--- config.mk ---
export PLATFORM = sky130hd
export DESIGN_NAME = rf_wb_arbiter
export DESIGN_NICKNAME = d
export VERILOG_FILES = /design/src/rtl/rf_wb_pkg.sv /design/src/rtl/rf_wb_rr_pick.sv /design/src/rtl/rf_wb_arbiter.sv
export SDC_FILE = /design/constraint.sdc
export NUM_CORES = 1
export LEC_CHECK = 0
export CAP_MARGIN = 20
export CORE_ASPECT_RATIO = 1.25
export CORE_UTILIZATION = 41
export DETAILED_ROUTE_END_ITERATION = 7
export PLACE_DENSITY = 0.92
export REMOVE_ABC_BUFFERS = 1
export SYNTH_ARGS = -nofsm -noshare
export SYNTH_HDL_FRONTEND = slang
export SYNTH_SLANG_ARGS = --single-unit
--- constraint.sdc ---
create_clock -name clk_i -period 5.6 [get_ports clk_i]
set_input_delay 0.56 -clock clk_i [delete_from_list [all_inputs] [get_ports clk_i]]
set_output_delay 0.56 -clock clk_i [all_outputs]
set_load 0.005 [all_outputs]
--- src/rtl/rf_wb_pkg.sv ---
// Shared types and constants for the register-file writeback arbiter.
package rf_wb_pkg;

  localparam int RF_DATA_W = 32;
  localparam int RF_AW_MAX = 5;

  typedef struct packed {
    logic [RF_AW_MAX-1:0] addr;
    logic [RF_DATA_W-1:0] data;
  } wb_req_t;

  function automatic int aw(input bit embedded);
    return embedded ? 4 : 5;
  endfunction

endpackage

--- src/rtl/rf_wb_rr_pick.sv ---
// Round-robin first-two picker over requesters 1..NREQ-1, starting at ptr_i.
// The second pick never shares an address with the first.
module rf_wb_rr_pick #(
  parameter int NREQ = 3,
  parameter int AW   = 5
) (
  input  logic [NREQ-1:0]         cand_i,
  input  logic [NREQ-1:0]         excl_i,
  input  logic [$clog2(NREQ)-1:0] ptr_i,
  input  logic [AW-1:0]           addr_i [NREQ],
  output logic [NREQ-1:0]         gnt_a_o,
  output logic [NREQ-1:0]         gnt_b_o,
  output logic [$clog2(NREQ)-1:0] idx_a_o,
  output logic [$clog2(NREQ)-1:0] idx_b_o
);

  localparam int PW = $clog2(NREQ);

  int          pos;
  logic [PW-1:0] idx;
  logic        found_a, found_b;
  logic [AW-1:0] addr_a;

  always_comb begin
    gnt_a_o = '0;
    gnt_b_o = '0;
    idx_a_o = '0;
    idx_b_o = '0;
    found_a = 1'b0;
    found_b = 1'b0;
    addr_a  = '0;
    pos     = 0;
    idx     = '0;
    for (int k = 0; k < NREQ-1; k++) begin
      pos = int'(ptr_i) + k;
      if (pos > NREQ-1) pos = pos - (NREQ-1);
      idx = PW'(pos);
      if (cand_i[idx] && !excl_i[idx]) begin
        if (!found_a) begin
          gnt_a_o[idx] = 1'b1;
          idx_a_o      = idx;
          addr_a       = addr_i[idx];
          found_a      = 1'b1;
        end else if (!found_b && addr_i[idx] != addr_a) begin
          gnt_b_o[idx] = 1'b1;
          idx_b_o      = idx;
          found_b      = 1'b1;
        end
      end
    end
  end

endmodule

--- src/rtl/rf_wb_arbiter.sv ---
// Dual-port register-file writeback arbiter with optional producer scoreboard.
// Scoreboard (busy bitmap, hazard) is built only when RF_WB_SCOREBOARD_EN is defined.
module rf_wb_arbiter
  import rf_wb_pkg::*;
#(
  parameter int  EMBEDDED = 1,
  parameter int  NREQ     = 3,
  localparam int AW       = aw(EMBEDDED != 0)
) (
  input  logic                      clk_i,
  input  logic                      rst_ni,
  input  logic [NREQ-1:0]           req_valid_i,
  input  logic [NREQ*AW-1:0]        req_addr_i,
  input  logic [NREQ*RF_DATA_W-1:0] req_data_i,
  output logic [NREQ-1:0]           req_ready_o,
  output logic [AW-1:0]             wr1_addr_o,
  output logic [RF_DATA_W-1:0]      wr1_data_o,
  output logic [AW-1:0]             wr2_addr_o,
  output logic [RF_DATA_W-1:0]      wr2_data_o,
  input  logic                      alloc_valid_i,
  input  logic [AW-1:0]             alloc_addr_i,
  input  logic [AW-1:0]             chk_rs1_addr_i,
  input  logic [AW-1:0]             chk_rs2_addr_i,
  input  logic [AW-1:0]             chk_rd_addr_i,
  output logic                      hazard_o,
  output logic [(1<<AW)-1:0]        busy_o
);

  localparam int PW   = $clog2(NREQ);
  localparam int NREG = 1 << AW;

  wb_req_t              req [NREQ];
  logic [RF_AW_MAX-1:0] req_addr_w [NREQ];
  logic [NREQ-1:0]      nz, excl, gnt_a, gnt_b, sel1, sel2;
  logic [PW-1:0]        idx_a, idx_b, last_rr, ptr_q, ptr_d;
  logic                 g0;
  logic [AW-1:0]        wr1_addr_q, wr1_addr_d, wr2_addr_q, wr2_addr_d;
  logic [RF_DATA_W-1:0] wr1_data_q, wr1_data_d, wr2_data_q, wr2_data_d;

  always_comb begin
    for (int i = 0; i < NREQ; i++) begin
      req[i].addr   = RF_AW_MAX'(req_addr_i[i*AW +: AW]);
      req[i].data   = req_data_i[i*RF_DATA_W +: RF_DATA_W];
      req_addr_w[i] = req[i].addr;
      nz[i]         = req_valid_i[i] && (req[i].addr != '0);
    end
  end

  // Requester 0 always wins the first slot; round-robin entries aimed at its address sit out.
  assign g0 = nz[0];

  always_comb begin
    excl    = '0;
    excl[0] = 1'b1;
    for (int i = 1; i < NREQ; i++) excl[i] = g0 && (req[i].addr == req[0].addr);
  end

  rf_wb_rr_pick #(.NREQ(NREQ), .AW(RF_AW_MAX)) u_pick (
    .cand_i  (nz),
    .excl_i  (excl),
    .ptr_i   (ptr_q),
    .addr_i  (req_addr_w),
    .gnt_a_o (gnt_a),
    .gnt_b_o (gnt_b),
    .idx_a_o (idx_a),
    .idx_b_o (idx_b)
  );

  always_comb begin
    sel1    = g0 ? NREQ'(1) : gnt_a;
    sel2    = g0 ? gnt_a : gnt_b;
    last_rr = (!g0 && |gnt_b) ? idx_b : idx_a;
    ptr_d   = ptr_q;
    if (|gnt_a) ptr_d = (last_rr == PW'(NREQ-1)) ? PW'(1) : last_rr + 1'b1;
    wr1_addr_d = '0;
    wr1_data_d = '0;
    wr2_addr_d = '0;
    wr2_data_d = '0;
    for (int i = 0; i < NREQ; i++) begin
      if (sel1[i]) begin
        wr1_addr_d = req[i].addr[AW-1:0];
        wr1_data_d = req[i].data;
      end
      if (sel2[i]) begin
        wr2_addr_d = req[i].addr[AW-1:0];
        wr2_data_d = req[i].data;
      end
    end
  end

  assign req_ready_o = sel1 | sel2 | (req_valid_i & ~nz);

  always_ff @(posedge clk_i or negedge rst_ni) begin
    if (!rst_ni) begin
      ptr_q      <= PW'(1);
      wr1_addr_q <= '0;
      wr1_data_q <= '0;
      wr2_addr_q <= '0;
      wr2_data_q <= '0;
    end else begin
      ptr_q      <= ptr_d;
      wr1_addr_q <= wr1_addr_d;
      wr1_data_q <= wr1_data_d;
      wr2_addr_q <= wr2_addr_d;
      wr2_data_q <= wr2_data_d;
    end
  end

  assign wr1_addr_o = wr1_addr_q;
  assign wr1_data_o = wr1_data_q;
  assign wr2_addr_o = wr2_addr_q;
  assign wr2_data_o = wr2_data_q;

`ifdef RF_WB_SCOREBOARD_EN
  logic [NREG-1:0] busy_q, busy_d;

  // Clear from the port registers so busy drops on the edge the register file captures.
  always_comb begin
    busy_d             = busy_q;
    busy_d[wr1_addr_q] = 1'b0;
    busy_d[wr2_addr_q] = 1'b0;
    if (alloc_valid_i) busy_d[alloc_addr_i] = 1'b1;
    busy_d[0]          = 1'b0;
  end

  always_ff @(posedge clk_i or negedge rst_ni) begin
    if (!rst_ni) busy_q <= '0;
    else         busy_q <= busy_d;
  end

  assign busy_o   = busy_q;
  assign hazard_o = busy_q[chk_rs1_addr_i] | busy_q[chk_rs2_addr_i] | busy_q[chk_rd_addr_i];
`else
  logic unused_ok;
  assign unused_ok = ^{alloc_valid_i, alloc_addr_i, chk_rs1_addr_i, chk_rs2_addr_i, chk_rd_addr_i};
  assign busy_o    = {NREG{1'b0}};
  assign hazard_o  = 1'b0;
`endif

endmodule

==> flow_metrics.py <==
metrics = {
    "yosys": {
        "yosys_most_used_dff": "dfrtp_1",
        "synth_adder_area_share": 0.00340,
        "synth_mux_area_frac": 0.0122,
        "synth_top_family_by_area": "compound AO/OA/AOI/OAI gates",
        "synth_cells": 343,
        "ys_types": 44,
        "synth_area_sq_um": 3680,
        "synth_compound_area_frac": 0.256,
        "avgSynthCellArea_sq_um": 10.7,
        "yosysWarnings": 0,
        "synth.ff_latch_count": 74,
        "async_flop_share": 1.00,
        "synthSimpleGateAreaFrac": 0.119,
        "synthXorXnorAreaFrac": 0.0190,
        "synth.yosys.seq_area_share": 0.503,
        "synth_edf_count": 0,
    },
    "grt": {
        "first_global_vias": 3669,
        "grt_start_max_net_pins": 75,
        "grt_overflow": 0,
        "grt_usage": 0.250,
        "grt_first_pass_wirelength_um": 17900,
        "antenna_found_initial": 0,
    },
    "power": {
        "p_leak_nw": 2.38,
        "total_power_mw": 1.73,
        "powerDensity_nw_per_um2": 306,
        "vdd_drop_max_mv": 0.229,
    },
    "clocking": {
        "cts.sinks": 74,
        "tritoncts.num_buffers": 9,
        "clkLatencyLatePin_ps": 350,
        "cts_tree": "done",
        "post_cts_resized": 0,
        "clock_path_buffers": 2,
        "holdBufCountCts": 0,
        "clockRootBuffer": "clkbuf_8",
        "cts_setup_buffers": 0,
        "clk_pin_slew_ps": 70,
        "h-tree-depth": 3,
    },
    "setup_path": {
        "crit_required_ps": 5040,
        "crit_fanout": 41,
        "crit_type": "primary input to output port",
        "worstPathArrival_ps": 4190,
        "startpoint_type": "primary input",
        "end_kind": "output port",
    },
    "drt": {
        "ant_nets": 0,
        "dr.pass1.iters": 4,
        "drc": 0,
        "wirelength_um": 11700,
        "post_drt_wl_per_cell_um": 18.3,
        "dr_total_vias": 3533,
        "via_per_inst": 5.52,
        "drt_first_iter_violations": 247,
    },
    "final_layout": {
        "layout_common_cells": "clkdlybuf4s50_1, nor2_1, dfrtp_1",
        "nets": 648,
        "diodes": 0,
        "final_common_cell": "clkdlybuf4s50_1",
        "stdcell_count": 640,
        "layout-drive-gt1-share": 0.0731,
        "final_util": 0.651,
        "syn2layout_area_growth_pct": 53.8,
    },
    "timing": {
        "slew_viol_final": 0,
        "hold_viol_final": 0,
        "tns_ps": 0,
        "clock_skew_ps": 13.2,
        "tightest_slew_ps": 1050,
        "relSlewSlack": 0.299,
        "rsz0062_at_grt": "false",
        "finalCritPeriodShare": 0.848,
        "fmax_mhz": 211,
        "setup_violations": 0,
        "fin_crit_ps": 4750,
    },
    "place": {
        "hpwl_um": 8010,
        "numPlacedInstances": 626,
        "routabilityCongestion": 0.889,
        "portBuffers": 187,
    },
    "die": {
        "dieArea_sq_um": 9370,
        "core-area_sq_um": 8700,
        "initial_core_util": 0.423,
        "rows": 38,
        "chipHeight_um": 108,
        "io_pins": 222,
        "die_w_um": 86.8,
    },
    "hold_path": {
        "hold_path.class": "primary input to async pin",
    },
    "flow_run": {
        "maxCapViolCount": 0,
    },
    "run_status": {
        "status": "complete, no violations",
    },
}
-- flip-flops by register name, summed over array words and instances, names as in the netlist --
register	cells
ptr_q	2
wr1_addr_o	4
wr1_data_o	32
wr2_addr_o	4
wr2_data_o	32
-- routing by layer --
metal  wire, um  global-route usage  up-vias
li1           -                   -     1571
met1       4250               0.265     1729
met2       6290               0.452      200
met3        768              0.0557       33
met4        403               0.144        0
met5          0                   0        -
-- cell usage after synthesis, types with 2 or more instances --
| master | instances | share of area |
|---|---|---|
| a21boi_2 | 2 | 0.0061 |
| a21oi_1 | 7 | 0.0095 |
| a221oi_1 | 35 | 0.083 |
| a221oi_2 | 4 | 0.016 |
| a22o_1 | 36 | 0.086 |
| and2_1 | 3 | 0.0051 |
| buf_2 | 2 | 0.0027 |
| buf_4 | 17 | 0.035 |
| buf_6 | 8 | 0.024 |
| clkbuf_1 | 17 | 0.017 |
| dfrtp_1 | 73 | 0.50 |
| inv_1 | 7 | 0.0071 |
| mux2_2 | 4 | 0.012 |
| nand2_1 | 8 | 0.0081 |
| nor2_1 | 78 | 0.079 |
| nor3_1 | 2 | 0.0027 |
| nor4_1 | 2 | 0.0034 |
| o21ai_0 | 5 | 0.0068 |
| o41a_1 | 2 | 0.0061 |
| xnor2_1 | 4 | 0.0095 |
| xor2_1 | 4 | 0.0095 |
-- where the power goes --
part | switching (mW) | internal, mW
Sequential | 0.0381 | 0.638
Combinational | 0.324 | 0.380
Clock | 0.185 | 0.167
-- per-stage QoR --
| step | cell area, sq um | worst slack, ps | hold WS [ps] |
|---|---|---|---|
| CTS | 5670 | 893 | 375 |
| finish | 5670 | 852 | 363 |
| global route | 5670 | 723 | 432 |
| detailed placement | 5510 | 894 | 749 |
| global placement | 5510 | 948 | 715 |
| floorplan | 3450 | 528 | 264 |
-- final timing paths --
path	from	to	slack, ps	cells past startpoint
setup / recovery	req_addr_i[1]	req_ready_o[1]	850	9
hold / removal	rst_ni	wr2_data_o[6]	360	1
setup reg to reg	ptr_q[0]	wr2_data_o[23]	2330	9
hold reg to reg	ptr_q[1]	ptr_q[1]	760	3
max in group asynchronous	rst_ni	wr2_data_o[17]	4650	1
min in group clk_i	ptr_q[1]	ptr_q[1]	760	3
-- layout make-up --
class | instances | area [sq um]
flip-flops and latches | 74 | 1850
clock inverters | 3 | 17.5
repair buffers | 191 | 1900
inverters | 7 | 26.3
clock buffers | 11 | 141
well taps | 120 | 150
fillers | 659 | 3030
multi-input cells | 234 | 1580
-- cell families (layout without fill, tap and decap cells) --
kind of cell | Yosys count | in the layout
AND/OR/NAND/NOR | 101 | 101
multiplexers | 4 | 4
buffers and inverters | 51 | 212
XOR/XNOR | 8 | 8
other | 1 | 17
flip-flops | 74 | 74
adder cells (fa/ha/maj) | 1 | 1
AO/OA/AOI/OAI | 103 | 103
-- worst max-delay path: stages --
cell,delay (ps)
clkdlybuf4s50_1,560
o41a_2,890
a21bo_1,330
a21boi_2,300
a221oi_2,140
nor4_4,510
nor2_1,150
a211o_1,250
clkdlybuf4s50_1,470
No activity file was read; power rests on OpenSTA's default activity.
